===== config.mk =====
export PLATFORM = sky130hd
export DESIGN_NAME = enc8b10b_rx_decoder_mlane
export DESIGN_NICKNAME = d
export VERILOG_FILES = /design/src/rtl/enc8b10b_rx_decoder_mlane.sv
export SDC_FILE = /design/constraint.sdc
export NUM_CORES = 1
export LEC_CHECK = 0
export ABC_AREA = 1
export ABC_CLOCK_PERIOD_IN_PS = 11220
export CAP_MARGIN = 20
export CORE_MARGIN = 2
export CORE_UTILIZATION = 50
export DETAILED_ROUTE_END_ITERATION = 16
export PLACE_DENSITY_LB_ADDON = 0.1
export SLEW_MARGIN = 40
export SYNTH_ARGS = -nofsm -noshare
export SYNTH_HDL_FRONTEND = slang
export SYNTH_SLANG_ARGS = --single-unit

===== constraint.sdc =====
create_clock -name BitCLK_10 -period 11.22 [get_ports BitCLK_10]
set_input_delay 2.244 -clock BitCLK_10 [delete_from_list [all_inputs] [get_ports BitCLK_10]]
set_output_delay 2.244 -clock BitCLK_10 [all_outputs]
set_load 0.02 [all_outputs]

===== src/rtl/enc8b10b_rx_decoder_mlane.sv =====
// Multi-lane 8b/10b receive decoder: running-disparity chain across lanes, code/disparity
// error flags, K/comma detect and a saturating error counter. One clock of latency.
module enc8b10b_rx_decoder_mlane #(
  parameter int LANES   = 2,
  parameter bit RD_INIT = 1'b0,
  parameter int CNT_W   = 16
) (
  input  logic                 BitCLK_10,
  input  logic                 Reset,
  input  logic [10*LANES-1:0]  RxParallel_10,
  input  logic                 RxValid_in,
  input  logic                 ErrCountClr,
  output logic [8*LANES-1:0]   RxParallel_8,
  output logic [LANES-1:0]     RxDataK,
  output logic [LANES-1:0]     CommaDet,
  output logic [LANES-1:0]     CodeErr,
  output logic [LANES-1:0]     DispErr,
  output logic                 RxValid,
  output logic                 RdOut,
  output logic [CNT_W-1:0]     ErrCount
);

  typedef struct packed {
    logic [7:0] data;
    logic       k;
    logic       comma;
    logic       cerr;
    logic       derr;
    logic       rd;
  } lane_res_t;

  function automatic lane_res_t decode_lane(input logic [9:0] sym, input logic rd_in);
    logic [5:0] b6;
    logic [3:0] b4, f4;
    int         ones6, ones4;
    logic       rd6, rd4, derr, cerr, v6, v4, k28, kx, a7, p7, use_a;
    logic [4:0] x;
    logic [2:0] y;
    lane_res_t  r;
    b6    = sym[9:4];
    b4    = sym[3:0];
    ones6 = $countones(b6);
    ones4 = $countones(b4);
    derr  = 1'b0;
    cerr  = 1'b0;
    rd6   = rd_in;
    if (ones6 == 3) begin
      if ((b6 == 6'b111000) && rd_in)  derr = 1'b1;
      if ((b6 == 6'b000111) && !rd_in) derr = 1'b1;
    end else if (ones6 == 4) begin
      derr = rd_in;
      rd6  = 1'b1;
    end else if (ones6 == 2) begin
      derr = !rd_in;
      rd6  = 1'b0;
    end else begin
      cerr = 1'b1;
      rd6  = (ones6 > 3);
    end
    rd4 = rd6;
    if (ones4 == 2) begin
      if ((b4 == 4'b1100) && rd6)  derr = 1'b1;
      if ((b4 == 4'b0011) && !rd6) derr = 1'b1;
    end else if (ones4 == 3) begin
      derr = derr | rd6;
      rd4  = 1'b1;
    end else if (ones4 == 1) begin
      derr = derr | !rd6;
      rd4  = 1'b0;
    end else begin
      cerr = 1'b1;
      rd4  = (ones4 > 2);
    end

    v6 = 1'b1;
    x  = 5'd0;
    case (b6)
      6'b100111, 6'b011000: x = 5'd0;
      6'b011101, 6'b100010: x = 5'd1;
      6'b101101, 6'b010010: x = 5'd2;
      6'b110001:            x = 5'd3;
      6'b110101, 6'b001010: x = 5'd4;
      6'b101001:            x = 5'd5;
      6'b011001:            x = 5'd6;
      6'b111000, 6'b000111: x = 5'd7;
      6'b111001, 6'b000110: x = 5'd8;
      6'b100101:            x = 5'd9;
      6'b010101:            x = 5'd10;
      6'b110100:            x = 5'd11;
      6'b001101:            x = 5'd12;
      6'b101100:            x = 5'd13;
      6'b011100:            x = 5'd14;
      6'b010111, 6'b101000: x = 5'd15;
      6'b011011, 6'b100100: x = 5'd16;
      6'b100011:            x = 5'd17;
      6'b010011:            x = 5'd18;
      6'b110010:            x = 5'd19;
      6'b001011:            x = 5'd20;
      6'b101010:            x = 5'd21;
      6'b011010:            x = 5'd22;
      6'b111010, 6'b000101: x = 5'd23;
      6'b110011, 6'b001100: x = 5'd24;
      6'b100110:            x = 5'd25;
      6'b010110:            x = 5'd26;
      6'b110110, 6'b001001: x = 5'd27;
      6'b001110, 6'b001111, 6'b110000: x = 5'd28;
      6'b101110, 6'b010001: x = 5'd29;
      6'b011110, 6'b100001: x = 5'd30;
      6'b101011, 6'b010100: x = 5'd31;
      default:              v6 = 1'b0;
    endcase

    // K28 in its RD+ form carries the complemented 4b group
    k28 = (b6 == 6'b001111) || (b6 == 6'b110000);
    f4  = (b6 == 6'b110000) ? ~b4 : b4;
    v4  = 1'b1;
    y   = 3'd0;
    case (f4)
      4'b1011, 4'b0100:                   y = 3'd0;
      4'b1001:                            y = 3'd1;
      4'b0101:                            y = 3'd2;
      4'b1100, 4'b0011:                   y = 3'd3;
      4'b1101, 4'b0010:                   y = 3'd4;
      4'b1010:                            y = 3'd5;
      4'b0110:                            y = 3'd6;
      4'b1110, 4'b0001, 4'b0111, 4'b1000: y = 3'd7;
      default:                            v4 = 1'b0;
    endcase
    a7 = (f4 == 4'b0111) || (f4 == 4'b1000);
    p7 = (f4 == 4'b1110) || (f4 == 4'b0001);
    kx = !k28 && a7 && ((x == 5'd23) || (x == 5'd27) || (x == 5'd29) || (x == 5'd30));
    use_a = (!rd6 && ((x == 5'd17) || (x == 5'd18) || (x == 5'd20))) ||
            ( rd6 && ((x == 5'd11) || (x == 5'd13) || (x == 5'd14)));
    if (k28)     cerr = cerr | p7;
    else if (a7) cerr = cerr | !(use_a || kx);
    else if (p7) cerr = cerr | use_a;
    cerr = cerr | !v6 | !v4;

    r.data  = cerr ? 8'h00 : {y, x};
    r.k     = !cerr && (k28 || kx);
    r.comma = !cerr && k28 && ((y == 3'd1) || (y == 3'd5) || (y == 3'd7));
    r.cerr  = cerr;
    r.derr  = derr;
    r.rd    = rd4;
    return r;
  endfunction

  logic [8*LANES-1:0] data_q, data_d;
  logic [LANES-1:0]   k_q, k_d, comma_q, comma_d, cerr_q, cerr_d, derr_q, derr_d;
  logic               valid_q, rd_q, rd_d, rd_c;
  logic [CNT_W-1:0]   cnt_q, cnt_d;
  logic [CNT_W:0]     nerr, sum;
  lane_res_t          lane_r;

  always_comb begin
    rd_c    = rd_q;
    data_d  = '0;
    k_d     = '0;
    comma_d = '0;
    cerr_d  = '0;
    derr_d  = '0;
    nerr    = '0;
    lane_r  = '0;
    for (int i = 0; i < LANES; i++) begin
      lane_r          = decode_lane(RxParallel_10[10*i +: 10], rd_c);
      rd_c            = lane_r.rd;
      data_d[8*i +: 8] = lane_r.data;
      k_d[i]          = lane_r.k;
      comma_d[i]      = lane_r.comma;
      cerr_d[i]       = lane_r.cerr;
      derr_d[i]       = lane_r.derr;
      nerr            = nerr + {{CNT_W{1'b0}}, (lane_r.cerr | lane_r.derr)};
    end
    rd_d = rd_c;
    sum  = {1'b0, cnt_q} + nerr;
    if (ErrCountClr)
      cnt_d = '0;
    else if (RxValid_in)
      cnt_d = (sum > {1'b0, {CNT_W{1'b1}}}) ? {CNT_W{1'b1}} : sum[CNT_W-1:0];
    else
      cnt_d = cnt_q;
  end

  always_ff @(posedge BitCLK_10) begin
    if (Reset) begin
      data_q  <= '0;
      k_q     <= '0;
      comma_q <= '0;
      cerr_q  <= '0;
      derr_q  <= '0;
      valid_q <= 1'b0;
      rd_q    <= RD_INIT;
      cnt_q   <= '0;
    end else begin
      valid_q <= RxValid_in;
      cnt_q   <= cnt_d;
      if (RxValid_in) begin
        data_q  <= data_d;
        k_q     <= k_d;
        comma_q <= comma_d;
        cerr_q  <= cerr_d;
        derr_q  <= derr_d;
        rd_q    <= rd_d;
      end
    end
  end

  assign RxParallel_8 = data_q;
  assign RxDataK      = k_q;
  assign CommaDet     = comma_q;
  assign CodeErr      = cerr_q;
  assign DispErr      = derr_q;
  assign RxValid      = valid_q;
  assign RdOut        = rd_q;
  assign ErrCount     = cnt_q;

endmodule


==> reports/summary.txt <==
Final hold vios -> 0
Slowest CP cell -> clkdlybuf4s50_1
Combinational power share -> 0.475
Root buffer cell -> clkbuf_8
Static Leakage -> 2.968 nW
CP max stage delay -> 0.60 ns
Worst Skew -> 0.01235 ns
CTS Hold Bufs -> 0
FF-to-FF Start -> RdOut$_SDFFE_PP0P_
H-tree lvl count -> 2
Clock tree buffer depth -> 2
Synthesized net count -> 935
GRT Residual Overflow -> 0
Commonest non-fill, non-tap cells in the layout -> 213 x nand2_1, 140 x nor2_1, 111 x inv_1
CTS tree -> built
Sw Ratio -> 0.4390
Total Power -> 0.4999 mW
Gr usage total -> 0.2562
Fin area -> 6022 µm²
Initial antenna violation count -> 0
Fin cells -> 1065
Worst slew margin -> 0.5606
P_int -> 0.2804 mW
YS warnings -> 0
Share of layout cells above drive strength 1 -> 0.1001
Mean area per synthesized cell -> 5.989 µm²
Initial Util -> 0.5134
Cell Rows -> 37
Die area -> 11390 µm²
Main flop type after synthesis -> dfxtp_1
Setup_tns -> 0 ns
Largest net degree at the start of global routing -> 32
Area of the multi-input gates -> 3779 µm²
Post-synthesis async set-or-reset flop share -> 0
Clock period minus worst slack -> 8.396 ns
Final setup fails -> 0
Startpoint types -> input pin
Status -> finished clean
RSZ-0062 raised after global routing -> no
Clk sink count -> 42
Critical Path Most Common Cell -> nor2_1
Detailed placement HPWL -> 11890 µm
Vias in the first global route -> 5300
Slew Limit Fails -> 0
Syn Inst Count -> 881
Area Overhead vs Synth -> 14.13%
Final WL -> 14620 µm
Post-DRT Antenna Nets -> 0
Postcts setup bufs -> 0
Vias per Instance -> 5.438
CP delay by family, top -> simple AND/OR/NAND/NOR gates
Least-Margin Pin Slew -> 0.6583 ns
Iteration-0 DRC Markers -> 407
1st-pass router iterations -> 5
Setup crit end kind -> flip-flop
Required @ worst endpoint -> 11.35 ns
GPL Wtd Cong -> 0.9234
Clock share of power -> 0.203
Most common cell after layout, fill and taps aside -> nand2_1
Cells after DPL -> 1057
Layout Nets -> 982
NetSw -> 0.2194 mW
Clock-pin slew of the registers on the worst-case setup and hold paths -> 0.08 ns
Die height -> 106.7 µm
Crit path DAT -> 8.53 ns
Post-cts resize count -> 0
Area after DPL -> 5933 µm²
Core area -> 10280 µm²
Crit Path Max Fanout -> 16
Via count -> 5792
Die X -> 106.7 µm
Antenna cells -> 0
Mapped Area -> 5276 µm²
Fmax -> 0.1191 GHz
Post-synthesis sequential area ratio -> 0.1594
Hold Startpoint -> RxParallel_8[3]$_SDFFE_PP0P_
CP Launch Point -> RxParallel_10[7]
Number of enable flip-flop cells after synthesis -> 0
Num CTS Buffers -> 5
Setup CP Type -> input pin to flip-flop
Final Cycle Share -> 0.7483
Port Buffers -> 65
Top Ports -> 66
Clk_lat worst skew -> 0.30 ns
Reg power frac -> 0.322
Detailed-route DRC error count -> 0
Post-DR wirelength/cell -> 13.73 µm
Worst path bufs/invs -> 4
Power Density -> 83.00 nW/µm²
Reg area -> 840.8 µm²
First-pass GRT wire length -> 24320 µm
HP Class -> flip-flop to flip-flop
Synthesis-stage register bit count -> 42
Synth cell types -> 45
Max VDD drop -> 0.04183 mV
Max_cap viols -> 0
Fillcell total -> 1086
final timing paths:
kind / end / slack (ns) / cells after the start
setup / recovery: ErrCount[2]$_SDFFE_PP0P_ / 2.82 / 33
hold / removal: RxParallel_8[3]$_SDFFE_PP0P_ / 0.45 / 2
setup reg to reg: ErrCount[2]$_SDFFE_PP0P_ / 6.78 / 26
hold reg to reg: RxParallel_8[3]$_SDFFE_PP0P_ / 0.45 / 2
layer usage:
metal | vias to the layer above | track usage | share of wire
met5 | - | 0 | 0
met4 | 0 | 0.06586 | 0.014
met3 | 19 | 0.02553 | 0.060
met2 | 212 | 0.4399 | 0.47
met1 | 2631 | 0.3441 | 0.45
li1 | 2930 | - | -
synth_stat cells, types with 2 or more instances:
cell	instances	area share
a311oi_1	2	0.0033
o211ai_1	2	0.0028
buf_4	7	0.010
nand3_1	104	0.099
o31ai_1	2	0.0028
nor2_2	20	0.024
o21ai_2	2	0.0033
nand2_1	213	0.15
nand2_2	10	0.012
clkbuf_1	12	0.0085
o22ai_1	5	0.0059
nor2_4	13	0.028
nor2_1	141	0.10
buf_6	7	0.015
dfxtp_1	42	0.16
o22ai_2	2	0.0047
nand3_2	10	0.019
a221oi_1	12	0.020
o21ai_1	4	0.0038
xor2_1	16	0.027
ha_1	21	0.050
xor2_4	3	0.016
nor3_1	6	0.0057
nor4_1	3	0.0036
a21oi_1	19	0.018
fa_1	9	0.034
inv_2	15	0.011
o21ai_0	21	0.020
nand4_1	31	0.037
inv_1	111	0.079
nand2_4	2	0.0043
final cells by class:
cell class                 count  share of cell area
multi-input combinational    685              0.6275
sequential                    42              0.1396
timing repair buffer          67              0.1097
inverter                     127             0.07937
tap                          136             0.02826
clock buffer                   5             0.01143
clock inverter                 3            0.004155
sequential cells by signal (all words and copies together) (netlist names):
signal,cells
ErrCount,16
RxValid,1
RxParallel_8,16
RdOut,1
DispErr,2
CommaDet,2
RxDataK,2
CodeErr,2
stage by stage:
step	hold WS, ns	setup WS (ns)	utilization
2_1_floorplan	0.5311	3.891	-
3_3_place_gp	0.4397	2.539	0.5771
3_5_place_dp	0.4421	2.578	0.5773
4_1_cts	0.4566	2.890	0.5864
5_1_grt	0.4697	2.341	0.5860
6_report	0.4545	2.824	0.5860
cell families after synthesis:
| group | Yosys count | synth area share |
|---|---|---|
| AO/OA/AOI/OAI | 77 | 0.09367 |
| flip-flops | 42 | 0.1594 |
| buffers and inverters | 154 | 0.1250 |
| XOR/XNOR | 20 | 0.04387 |
| AND/OR/NAND/NOR | 558 | 0.4942 |
| adder cells (fa/ha/maj) | 30 | 0.08395 |
worst min-delay path, delay by kind of cell (launching register included):
family,cells,cell delay [ns]
AND/OR/NAND/NOR,2,0.10
flip-flops,1,0.32
power by group through the flow:
stage / Combinational (mW) / Clock [mW] / Sequential [mW]
2_1_floorplan: 0.171 / 0 / 0.171
3_3_place_gp: 0.230 / 0 / 0.164
3_5_place_dp: 0.234 / 0 / 0.165
4_1_cts: 0.235 / 0.104 / 0.161
5_1_grt: 0.267 / 0.107 / 0.162
6_report: 0.237 / 0.101 / 0.161
Power figures use the tool's default switching activity.
